### config.mk
export PLATFORM = sky130hd
export DESIGN_NAME = mux_rr_arbiter
export DESIGN_NICKNAME = d
export VERILOG_FILES = /design/src/rtl/mux_rr_arbiter_pkg.sv /design/src/rtl/mux_rr_arbiter_mux.sv /design/src/rtl/mux_rr_arbiter.sv
export SDC_FILE = /design/constraint.sdc
export NUM_CORES = 1
export LEC_CHECK = 0
export CORE_MARGIN = 2
export CORE_UTILIZATION = 49
export DETAILED_ROUTE_END_ITERATION = 12
export GPL_ROUTABILITY_DRIVEN = 0
export PLACE_DENSITY = 0.77
export REMOVE_ABC_BUFFERS = 1
export SYNTH_ARGS = -nofsm -noshare
export SYNTH_HDL_FRONTEND = slang
export SYNTH_HIERARCHICAL = 1
export SYNTH_SLANG_ARGS = --single-unit
### constraint.sdc
create_clock -name clk -period 1.9 [get_ports clk]
set_input_delay 0.38 -clock clk [delete_from_list [all_inputs] [get_ports clk]]
set_output_delay 0.38 -clock clk [all_outputs]
set_load 0.01 [all_outputs]
### src/rtl/mux_rr_arbiter_pkg.sv
// Shared types for the round-robin mux controller: FSM encoding and requester index.
// Latency: n/a (types and helpers only).
// Backpressure: n/a.
package mux_rr_arbiter_pkg;

    localparam int NUM_REQ = 4;

    typedef enum logic [1:0] {
        ST_IDLE  = 2'd0,
        ST_SETUP = 2'd1,
        ST_GRANT = 2'd2
    } state_t;

    typedef logic [1:0] req_idx_t;

    // One-hot vector with bit idx set; used for grant vectors and "other requester" masks.
    function automatic logic [NUM_REQ-1:0] idx_onehot(input req_idx_t idx);
        return {{(NUM_REQ-1){1'b0}}, 1'b1} << idx;
    endfunction

endpackage

### src/rtl/mux_rr_arbiter_mux.sv
// Gate-level 4:1 one-bit multiplexer; addr1 is the select MSB, addr0 the LSB.
// Latency: purely combinational.
// Backpressure: none; the output follows inputs and selects directly.
module structuralMultiplexer (
    input  logic in0,
    input  logic in1,
    input  logic in2,
    input  logic in3,
    input  logic addr0,
    input  logic addr1,
    output wire  out
);

    wire n_addr0;
    wire n_addr1;
    wire t0;
    wire t1;
    wire t2;
    wire t3;

    not g_n0 (n_addr0, addr0);
    not g_n1 (n_addr1, addr1);

    and g_a0 (t0, in0, n_addr1, n_addr0);
    and g_a1 (t1, in1, n_addr1, addr0);
    and g_a2 (t2, in2, addr1,   n_addr0);
    and g_a3 (t3, in3, addr1,   addr0);

    or  g_o  (out, t0, t1, t2, t3);

endmodule

### src/rtl/mux_rr_arbiter.sv
// Round-robin owner of the shared 4:1 mux: pick a requester, settle the select, stream its bits.
// Latency: grant 1 + SETTLE cycles after pick; each beat appears on out_* one cycle after it is taken.
// Backpressure: out_ready low in GRANT stalls the beat, freezes the hold count and keeps the grant.
import mux_rr_arbiter_pkg::*;

module mux_rr_arbiter #(
    parameter int MAX_HOLD = 4,
    parameter int SETTLE   = 1
) (
    input  logic               clk,
    input  logic               reset,
    input  logic [NUM_REQ-1:0] req,
    input  logic [NUM_REQ-1:0] din,
    input  logic               out_ready,
    output logic [NUM_REQ-1:0] gnt,
    output logic               addr0,
    output logic               addr1,
    output logic               out_valid,
    output logic               out_data,
    output req_idx_t           out_src
);

    localparam int HOLD_W = $clog2(MAX_HOLD + 1);
    localparam logic [HOLD_W-1:0] HOLD_LAST   = HOLD_W'(MAX_HOLD - 1);
    localparam logic [1:0]        SETTLE_LAST = 2'((SETTLE > 0) ? (SETTLE - 1) : 0);

    state_t            state;
    req_idx_t          ptr;
    req_idx_t          sel;
    logic [HOLD_W-1:0] hold_cnt;
    logic [1:0]        settle_cnt;

    logic              mux_out;
    logic              beat;
    logic              others_pending;
    req_idx_t          winner;

    // First set request scanning ptr, ptr+1, ... (mod 4). Result is only used when |r.
    function automatic req_idx_t rr_pick(input logic [NUM_REQ-1:0] r, input req_idx_t p);
        req_idx_t idx;
        req_idx_t pick;
        pick = p;
        for (int i = NUM_REQ - 1; i >= 0; i--) begin
            idx = p + req_idx_t'(i);
            if (r[idx]) begin
                pick = idx;
            end
        end
        return pick;
    endfunction

    // Select lines come straight from the sel register so they stay put through SETUP and GRANT.
    assign addr0 = sel[0];
    assign addr1 = sel[1];

    structuralMultiplexer u_mux (
        .in0   (din[0]),
        .in1   (din[1]),
        .in2   (din[2]),
        .in3   (din[3]),
        .addr0 (addr0),
        .addr1 (addr1),
        .out   (mux_out)
    );

    // Beat qualification and fairness inputs for the FSM.
    always_comb begin
        beat           = (state == ST_GRANT) && req[sel] && out_ready;
        others_pending = |(req & ~idx_onehot(sel));
        winner         = rr_pick(req, ptr);
    end

    // Arbitration FSM: pick, settle the select path, then hold the grant up to MAX_HOLD beats.
    always_ff @(posedge clk) begin
        if (reset) begin
            state      <= ST_IDLE;
            ptr        <= '0;
            sel        <= '0;
            hold_cnt   <= '0;
            settle_cnt <= '0;
            gnt        <= '0;
        end else begin
            case (state)
                ST_IDLE: begin
                    gnt <= '0;
                    if (|req) begin
                        sel        <= winner;
                        settle_cnt <= '0;
                        hold_cnt   <= '0;
                        if (SETTLE == 0) begin
                            state <= ST_GRANT;
                            gnt   <= idx_onehot(winner);
                        end else begin
                            state <= ST_SETUP;
                        end
                    end
                end
                ST_SETUP: begin
                    // req[sel] may drop here; the grant is still issued and released in GRANT.
                    gnt <= '0;
                    if (settle_cnt == SETTLE_LAST) begin
                        state      <= ST_GRANT;
                        settle_cnt <= '0;
                        gnt        <= idx_onehot(sel);
                    end else begin
                        settle_cnt <= settle_cnt + 2'd1;
                    end
                end
                ST_GRANT: begin
                    if (!req[sel]) begin
                        state    <= ST_IDLE;
                        ptr      <= sel + 2'd1;
                        hold_cnt <= '0;
                        gnt      <= '0;
                    end else if (beat) begin
                        if (hold_cnt == HOLD_LAST) begin
                            if (others_pending) begin
                                state    <= ST_IDLE;
                                ptr      <= sel + 2'd1;
                                hold_cnt <= '0;
                                gnt      <= '0;
                            end else begin
                                // Nobody else waiting: restart the hold window, keep the grant.
                                hold_cnt <= '0;
                            end
                        end else begin
                            hold_cnt <= hold_cnt + HOLD_W'(1);
                        end
                    end
                end
                default: begin
                    state <= ST_IDLE;
                    gnt   <= '0;
                end
            endcase
        end
    end

    // Registered output stage: capture the mux output and source index on each beat.
    always_ff @(posedge clk) begin
        if (reset) begin
            out_valid <= 1'b0;
            out_data  <= 1'b0;
            out_src   <= '0;
        end else begin
            out_valid <= beat;
            if (beat) begin
                out_data <= mux_out;
                out_src  <= sel;
            end
        end
    end

endmodule
==> reports/metrics.yaml <==
sta:
  fin_crit_sh_pct: 96.0
  whs_ps: 466
  relSlewSlack_pct: 67.8
  hold_violations: 0
  setup_viol: 0
  worst_pin_slew_ps: 482
  post-route-min-period_ps: 1820
  rsz0062_at_grt: "false"
  fmax_ghz: 0.548
  fin_worst_skew_ps: 2.92
  fin_tns_setup_ps: 0
  drv_slew: 0
power_and_ir_drop:
  power.density_mw_per_mm2: 617
  p_seq_share_pct: 52.0
  p_leak_nw: 0.530
  share_comb_of_total_power_pct: 23.8
  p_int_uw: 595
  total_power_uw: 833
  p_switching_uw: 239
  clkPwrFrac_pct: 24.2
  swShare_pct: 28.7
  ir_drop_mv: 0.359
finish:
  instances_no_fill: 164
  final_common_cell: "clkdlybuf4s50_1"
  diodes: 0
  drive_above_1_share_pct: 16.8
  fin_area_mm2: 0.00135
  nets: 156
  syn_to_final_growth_pct: 31.2
  final_cell_mix: "clkdlybuf4s50_1, dfxtp_1, nor2b_1"
logic_synthesis:
  synth_compound_area_share_pct: 18.0
  yosysTopAreaCell: "dfxtp_1"
  synth_adder_area_share_pct: 8.51
  yosys.area_share.simple_pct: 24.2
  synth_area_mm2: 0.00103
  avgSynthCellArea_um2: 9.71
  synth_warnings: 6
  synthMuxAreaShare_pct: 9.36
  ys.flop_type: "dfxtp_1"
  synth-edff-count: 0
  synth-seq-cells: 19
  synth_xor_xnor_area_share_pct: 0
  synthDominantCellAreaShare_pct: 36.9
  synth_top_family_by_area: "simple AND/OR/NAND/NOR gates"
  yosys-top-cells-area: "dfxtp_1, ha_1, nor2b_1, a22o_1, mux4_2"
  yosys.cell_types.count: 31
  async_flop_share_pct: 0
  synthCells: 106
  yosysSeqAreaShare_pct: 36.9
floorplan:
  core_area_mm2: 0.00198
  die-width_um: 49.8
  io_pins: 21
  start_util_pct: 52.0
  die_h_um: 49.8
  dieArea_mm2: 0.00248
  row_count: 16
worst_setup_path:
  critPathLaunchType: "input pin"
  crit_path_end_kind: "flip-flop"
  crit_type: "in2reg"
  crit_fanout: 8
  r2r_cells: 6
  cp_data_arrival_time_ps: 2020
  r2r_end: "ptr[0]"
  required_ps: 2100
  r2r_slack_ps: 200
  reg2reg_from: "sel[0]"
worst_hold_path:
  min_from: "hold_cnt[2]"
  min_to: "hold_cnt[2]"
  min_delay_path_depth: 1
  hp-class: "reg2reg"
clocking:
  cts_made_buffers: 3
  cts-root-buf: "clkbuf_4"
  clk_latency_ps: 300
  clkTransAtPathRegs_ps: 110
  cts_hold_buf: 0
  cts_tree: "done"
  postCtsSetupBuffers: 0
  ctsResizeCount: 1
  cts_num_sinks: 19
  clockBufferDepth: 2
  htree_levels: 1
placed_design:
  place_inst: 160
  placed_cell_area_mm2: 0.00132
  hpwl_mm: 1.74
  port-buffer-count: 20
global_route:
  gr-total-overflow: 0
  antenna_found_initial: 0
  grt_pass1_vias: 866
  grt_usage_pct: 19.7
  grt_pass1_wl_mm: 3.73
  grt_max_degree: 12
drt:
  vias: 858
  ant_nets: 0
  dr.pass1.iters: 4
  drt-initial-drc-count: 15
  drt-total-wl_mm: 2.21
  vias_per_cell: 5.23
  drc: 0
  wl_per_cell_um: 13.5
flow_run:
  maxCapViolCount: 0
outcome:
  status: "finished clean"
==> routing by layer <==
layer	track usage [%]	share of wire [%]
met5	0	0
met3	3.64	3.1
met2	35.6	50
met4	5.56	0.45
met1	23.6	46
==> synthesized netlist by cell type, drive strengths merged, types with 2 or more instances <==
master	instances
a21oi	8
a22o	6
dfxtp	19
ha	7
inv	6
mux2i	4
mux4	2
nand2	5
nand2b	6
nand3	4
nor2	7
nor2b	10
nor3	5
o21ai	2
o21bai	2
==> cells by family after synthesis <==
kind of cell / after synthesis
AND/OR/NAND/NOR: 42
AO/OA/AOI/OAI: 23
multiplexers: 7
buffers and inverters: 8
adder cells (fa/ha/maj): 7
flip-flops: 19
==> through the flow <==
step,utilization [%],worst slack [ps]
finish,68.2,75.7
global route,68.2,28.8
CTS,68.2,80.9
detailed placement,66.7,-247
global placement,66.7,-202
floorplan,-,144
==> power groups by stage <==
stage          clock network [mW]  registers, mW  logic, mW
2_1_floorplan                   0          0.445     0.0976
3_3_place_gp                    0          0.440      0.193
3_5_place_dp                    0          0.442      0.197
4_1_cts                     0.206          0.433      0.199
5_1_grt                     0.231          0.436      0.217
6_report                    0.202          0.433      0.199
==> sequential cells by signal, summed over array words and instances, names as in the netlist <==
register / cells
gnt: 4
ptr: 2
hold_cnt: 3
out_src: 2
settle_cnt: 2
sel: 2
out_data: 1
state: 2
out_valid: 1
==> worst max path at each step <==
stage / from / end / slack [ps] / depth (start not counted)
6_report: req[3] / ptr[0] / 80 / 4
5_1_grt: req[3] / ptr[0] / 30 / 4
4_1_cts: req[3] / ptr[0] / 80 / 4
3_5_place_dp: req[3] / ptr[0] / -250 / 4
3_3_place_gp: req[3] / ptr[0] / -200 / 4
2_1_floorplan: sel[0] / ptr[0] / 140 / 3
==> critical path, stage by stage <==
cell and delay, ps:
clkdlybuf4s50_1 510, mux4_2 590, a21oi_2 200, mux2_1 330
==> final cells by class <==
type                    instances  area [um2]
multi-input cells              79         618
repair buffers                 29         268
flip-flops and latches         19         382
clock buffers                   3        22.5
well taps                      27        33.8
clock inverters                 1        5.00
inverters                       6        22.5
fillers                       159         631
No activity file was read; power rests on OpenSTA's default activity.
